**src/rtl/serial_link_pkg.sv**
```systemverilog
// Shared definitions for the serial frame link: FSM states, default frame width
// and a counter-width helper.
package serial_link_pkg;

  localparam int DEFAULT_WIDTH = 48;

  typedef enum logic [2:0] {
    S_IDLE,
    S_SETUP,
    S_HIGH,
    S_LOW,
    S_HOLD,
    S_GAP
  } state_t;

  // Width needed to count 0..n-1; never narrower than one bit.
  function automatic int cnt_w(input int n);
    return (n > 1) ? $clog2(n) : 1;
  endfunction

endpackage

```
**src/rtl/half_period_timer.sv**
```systemverilog
// Restartable divider: tick_o is high on every DIV-th enabled cycle, and the
// count returns to zero whenever en_i is low.
module half_period_timer
  import serial_link_pkg::*;
#(
  parameter int DIV = 4
) (
  input  logic clk_i,
  input  logic rst_i,
  input  logic en_i,
  output logic tick_o
);

  localparam int CW = cnt_w(DIV);
  localparam logic [CW-1:0] LAST = CW'(DIV - 1);

  logic [CW-1:0] cnt_q;

  always_ff @(posedge clk_i or posedge rst_i) begin
    if (rst_i) begin
      cnt_q <= '0;
    end else if (!en_i || cnt_q == LAST) begin
      cnt_q <= '0;
    end else begin
      cnt_q <= cnt_q + CW'(1);
    end
  end

  assign tick_o = en_i && (cnt_q == LAST);

endmodule

```
**src/rtl/serial_frame_tx.sv**
```systemverilog
// Serializes one parallel word per valid/ready handshake onto the sclk/ncs/sdat
// link, MSB first, with an enforced ncs-high gap between frames.
module serial_frame_tx
  import serial_link_pkg::*;
#(
  parameter int WIDTH = DEFAULT_WIDTH,
  parameter int DIV   = 4,
  parameter int GAP   = 2
) (
  input  logic             clk_i,
  input  logic             rst_i,
  input  logic [WIDTH-1:0] data_i,
  input  logic             valid_i,
  output logic             ready_o,
  output logic             sclk_o,
  output logic             ncs_o,
  output logic             sdat_o,
  output logic             busy_o,
  output logic             done_o,
  output state_t           dbg_state
);

  if (DIV < 1 || GAP < 1 || WIDTH < 2) begin : g_param_check
    $error("serial_frame_tx: requires DIV >= 1, GAP >= 1 and WIDTH >= 2");
  end

  localparam int BW = cnt_w(WIDTH);
  localparam int GW = cnt_w(GAP);
  localparam logic [BW-1:0] LAST_BIT = BW'(WIDTH - 1);
  localparam logic [GW-1:0] LAST_GAP = GW'(GAP - 1);

  // Handshake: a word transfers on a clk_i edge where valid_i && ready_o;
  // data_i is sampled only then, and valid_i is ignored while ready_o is low.
  state_t           state_q, state_d;
  logic [WIDTH-1:0] shreg_q, shreg_d;
  logic [BW-1:0]    bitcnt_q, bitcnt_d;
  logic [GW-1:0]    gapcnt_q, gapcnt_d;
  logic             sclk_q, sclk_d;
  logic             ncs_q, ncs_d;
  logic             sdat_q, sdat_d;
  logic             ready_q, ready_d;
  logic             busy_q, busy_d;
  logic             done_q, done_d;
  logic             tick;

  half_period_timer #(.DIV(DIV)) u_timer (
    .clk_i  (clk_i),
    .rst_i  (rst_i),
    .en_i   (state_q != S_IDLE),
    .tick_o (tick)
  );

  always_ff @(posedge clk_i or posedge rst_i) begin
    if (rst_i) begin
      state_q  <= S_IDLE;
      shreg_q  <= '0;
      bitcnt_q <= '0;
      gapcnt_q <= '0;
      sclk_q   <= 1'b0;
      ncs_q    <= 1'b1;
      sdat_q   <= 1'b0;
      ready_q  <= 1'b1;
      busy_q   <= 1'b0;
      done_q   <= 1'b0;
    end else begin
      state_q  <= state_d;
      shreg_q  <= shreg_d;
      bitcnt_q <= bitcnt_d;
      gapcnt_q <= gapcnt_d;
      sclk_q   <= sclk_d;
      ncs_q    <= ncs_d;
      sdat_q   <= sdat_d;
      ready_q  <= ready_d;
      busy_q   <= busy_d;
      done_q   <= done_d;
    end
  end

  always_comb begin
    state_d  = state_q;
    shreg_d  = shreg_q;
    bitcnt_d = bitcnt_q;
    gapcnt_d = gapcnt_q;
    sclk_d   = sclk_q;
    ncs_d    = ncs_q;
    sdat_d   = sdat_q;
    ready_d  = ready_q;
    busy_d   = busy_q;
    done_d   = 1'b0;
    unique case (state_q)
      S_IDLE: begin
        if (valid_i) begin
          shreg_d  = data_i;
          sdat_d   = data_i[WIDTH-1];
          ncs_d    = 1'b0;
          sclk_d   = 1'b0;
          bitcnt_d = '0;
          gapcnt_d = '0;
          ready_d  = 1'b0;
          busy_d   = 1'b1;
          state_d  = S_SETUP;
        end
      end
      S_SETUP, S_LOW: begin
        if (tick) begin
          sclk_d  = 1'b1;
          state_d = S_HIGH;
        end
      end
      S_HIGH: begin
        // Data only moves on the falling edge, so it is stable a full
        // half-period either side of every rising edge.
        if (tick) begin
          sclk_d = 1'b0;
          if (bitcnt_q == LAST_BIT) begin
            state_d = S_HOLD;
          end else begin
            shreg_d  = {shreg_q[WIDTH-2:0], 1'b0};
            sdat_d   = shreg_q[WIDTH-2];
            bitcnt_d = bitcnt_q + BW'(1);
            state_d  = S_LOW;
          end
        end
      end
      S_HOLD: begin
        if (tick) begin
          ncs_d   = 1'b1;
          done_d  = 1'b1;
          state_d = S_GAP;
        end
      end
      S_GAP: begin
        if (tick) begin
          if (gapcnt_q == LAST_GAP) begin
            gapcnt_d = '0;
            ready_d  = 1'b1;
            busy_d   = 1'b0;
            state_d  = S_IDLE;
          end else begin
            gapcnt_d = gapcnt_q + GW'(1);
          end
        end
      end
      default: state_d = S_IDLE;
    endcase
  end

  assign ready_o   = ready_q;
  assign sclk_o    = sclk_q;
  assign ncs_o     = ncs_q;
  assign sdat_o    = sdat_q;
  assign busy_o    = busy_q;
  assign done_o    = done_q;
  assign dbg_state = state_q;

endmodule
```
**config.mk**
```make
export PLATFORM = sky130hd
export DESIGN_NAME = serial_frame_tx
export DESIGN_NICKNAME = d
export VERILOG_FILES = /design/src/rtl/serial_link_pkg.sv /design/src/rtl/half_period_timer.sv /design/src/rtl/serial_frame_tx.sv
export SDC_FILE = /design/constraint.sdc
export NUM_CORES = 1
export LEC_CHECK = 0
export CAP_MARGIN = 0
export CORE_ASPECT_RATIO = 1.4
export CORE_UTILIZATION = 50
export DETAILED_ROUTE_END_ITERATION = 16
export GPL_ROUTABILITY_DRIVEN = 0
export PLACE_DENSITY = 0.75
export REMOVE_ABC_BUFFERS = 1
export SYNTH_ARGS = -nofsm -noshare
export SYNTH_HDL_FRONTEND = slang
export SYNTH_SLANG_ARGS = --single-unit
```
**constraint.sdc**
```tcl
create_clock -name clk_i -period 2.4 [get_ports clk_i]
set_clock_uncertainty 0.15 [all_clocks]
set_input_delay 0.48 -clock clk_i [delete_from_list [all_inputs] [get_ports clk_i]]
set_output_delay 0.48 -clock clk_i [all_outputs]
set_load 0.01 [all_outputs]
```
==> results_dict.tcl, run 1 <==
set metrics [dict create \
    status "complete, no violations" \
    diodes 0 \
    detailed_place_hpwl_um 3970 \
    cts_hold_buf 0 \
    end_kind "primary output" \
    portBuffers 59 \
    drt_wl_total_um 6070 \
    synth-seq-cells 65 \
    syn_avg_cell_area_um2 9.52 \
    seq_area_frac_synth_pct 55.9 \
    internal_power_uw 1600 \
    drtAntennaViolNets 0 \
    swShare_pct 21.3 \
    cts_root_buf "clkbuf_8" \
    die_h_um 92.3 \
    slew_headroom_pct 68.7 \
    vias_per_cell 5.53 \
    drive_gt1_share_pct 8.20 \
    finalNonFillerCells 434 \
    cp_slowest_cell "clkdlybuf4s50_1" \
    grt_pass1_wl_um 10600 \
    dr.pass1.iters 4 \
    clk_pin_slew_ns 0.07 \
    clk_latency_ns 0.33 \
    critical_path_peak_fanout 14 \
    placed_area_mm2 0.00353 \
    area_delta_synth_final_pct 27.3 \
    seqPwrFrac_pct 53.9 \
    initial_core_util_pct 52.4 \
    cp.required_ns 1.77 \
    place_inst 418 \
    htreeDepth 3 \
    p_comb_share_pct 5.6 \
    clock-sinks 65 \
    crit_type "register to primary output" \
    final_common_cell "nor2_1" \
    final_max_slew_viol_count 0 \
    grt_antenna_before_repair 0 \
    hold_path_class "register to register" \
    drt_iter0_drc 167 \
    coreArea_mm2 0.00557 \
    wl_per_cell_um 14.0 \
    path_buf_inv 1 \
    drc 0 \
    slowest_delay_ns 0.62 \
    numCtsBuffers 9 \
    dieArea_mm2 0.00614 \
    synth_area_mm2 0.00291 \
    p_switching_uw 433 \
    synth_async_sr_flop_share_pct 100 \
    grt_max_degree 66 \
    ys.flop_type "dfrtp_1" \
    yosysWarningCount 0 \
    arrival_ns 1.56 \
    crit_family "buffers and inverters" \
    cellPowerDensity_mw_per_mm2 549 \
    clock_path_buffers 2 \
    p_leak_uw 0.00168 \
    ir_drop_uv 451 \
    finalSetupTns_ns 0 \
    rsz0062_at_grt "no" \
    path_cells "clkdlybuf4s50_1" \
    worst_pin_slew_ns 0.469 \
    setup_violations 0 \
    synth_cell_types 35 \
    min_period_ns 2.19 \
    nets 414 \
    n_fill_cell 459 \
    cts_setup_buffers 0 \
    io_pins 60 \
    grt_usage_pct 22.4 \
    hold_viol 0 \
    cts_tree "yes" \
    min_period_over_period_pct 91.2 \
    drv_cap 0 \
    synth_edf_count 0 \
    start_kind "register" \
    ctsResizeCount 0 \
    clockPowerShare_pct 40.5 \
    via_count 2401 \
    rows 32 \
    grt-ovfl-total 0 \
    grt_pass1_vias 2375 \
    syn_inst 306 \
    timing.fmax_ghz 0.457 \
    die_x_um 66.5 \
    final_cell_mix "nor2_1 (99), dfrtp_1 (63), clkdlybuf4s50_1 (59), o22ai_1 (50), clkbuf_8 (11)" \
    final_cell_area_mm2 0.00371 \
]
cells by family after synthesis:
kind of cell	synth area share, %
buffers and inverters	6.23
AOI/OAI and AO/OA	17.2
adders and majority gates	0.859
muxes	1.07
and+or+nand+nor	18.7
DFF	55.9
registers in the layout (all words and copies together), names as in the netlist:
register,flops
bitcnt_q,6
dbg_state,3
busy_o,1
done_o,1
sclk_o,1
shreg_q,47
gapcnt_q,1
u_timer.cnt_q,2
ready_o,1
ncs_o,1
sdat_o,1
power by group through the flow:
stage	Clock (uW)	Sequential (uW)	Combinational, uW
3_5_place_dp	0	1120	115
3_3_place_gp	0	1120	115
6_report	824	1100	114
5_1_grt	890	1100	125
4_1_cts	840	1100	116
2_1_floorplan	0	1120	20.7
path summary, 6_finish.rpt:
kind                                                 start                         end  slack, ns  cells after the start
max in group asynchronous                            rst_i         ready_o$_DFFE_PP1P_       1.40                      3
worst min-delay path            u_timer.cnt_q[0]$_DFF_PP0_  u_timer.cnt_q[0]$_DFF_PP0_       0.31                      1
min in group asynchronous                            rst_i     shreg_q[43]$_DFFE_PP0P_       0.37                      3
worst max register to register  u_timer.cnt_q[0]$_DFF_PP0_     shreg_q[28]$_DFFE_PP0P_       0.29                      6
worst max-delay path              dbg_state[1]$_DFFE_PP0P_                dbg_state[1]       0.21                      1
worst min register to register  u_timer.cnt_q[0]$_DFF_PP0_  u_timer.cnt_q[0]$_DFF_PP0_       0.31                      1
synth_stat cells (2+ instances only):
cell / n / area share, %
nor3b_1: 2 / 0.52
nor2b_1: 3 / 0.64
nor2_1: 99 / 13
o22ai_1: 50 / 11
nand3_1: 5 / 0.86
nor3_1: 3 / 0.52
nand2_1: 5 / 0.64
dfrtp_1: 63 / 54
ha_1: 2 / 0.86
clkbuf_1: 5 / 0.64
a21oi_1: 8 / 1.4
inv_1: 9 / 1.2
nand2b_1: 3 / 0.64
mux2i_1: 2 / 0.69
dfstp_2: 2 / 1.8
o21ai_0: 9 / 1.5
buf_2: 10 / 1.7
buf_6: 7 / 2.7
a31oi_1: 3 / 0.64
worst register-to-register path, cell delays in order (launching register included):
cell and delay [ns]:
dfrtp_1 0.36, ha_1 0.45, and4bb_1 0.29, a21bo_1 0.25, buf_4 0.23, o22ai_1 0.22
nor2_1 0.06
metal layers:
metal | routed length [um] | part of all wire, % | global-route usage (%)
met1 | 2740 | 45 | 30.9
met4 | 135 | 2.2 | 10.8
met3 | 196 | 3.2 | 4.31
met2 | 2990 | 49 | 33.8
met5 | 0 | 0 | 0
final cells by class:
cell class                 count  area, um^2  area share [%]
tap                           68        85.1            2.29
sequential                    65        1630            43.9
multi-input combinational    210        1110            29.8
clock buffer                  13         159            4.28
clock inverter                 3        15.0           0.405
timing repair buffer          66         681            18.4
inverter                       9        33.8           0.911
metrics by stage:
step                      worst slack (ns)  util (%)  power, uW  hold slack [ns]
after floorplan                    -0.0917         -       1140            0.265
after global placement               0.227      63.5       1230            0.274
after detailed placement             0.203      63.5       1230            0.303
after CTS                            0.198      66.6       2050            0.312
after global routing                 0.134      66.6       2110            0.329
final                                0.211      66.6       2040            0.309
Note: power is estimated with default switching activity, not from simulation.
==> run 2, diff against run 1 <==
--- a/config.mk
+++ b/config.mk
@@ -8,8 +8,10 @@
 export CAP_MARGIN = 0
 export CORE_ASPECT_RATIO = 1.4
 export CORE_UTILIZATION = 50
+export CTS_CLUSTER_SIZE = 20
 export DETAILED_ROUTE_END_ITERATION = 16
 export GPL_ROUTABILITY_DRIVEN = 0
+export HOLD_SLACK_MARGIN = 0.1
 export PLACE_DENSITY = 0.75
 export REMOVE_ABC_BUFFERS = 1
 export SYNTH_ARGS = -nofsm -noshare
==> results of run 2 <==
Final layout, timing and power as in run 1 (identical DEF).
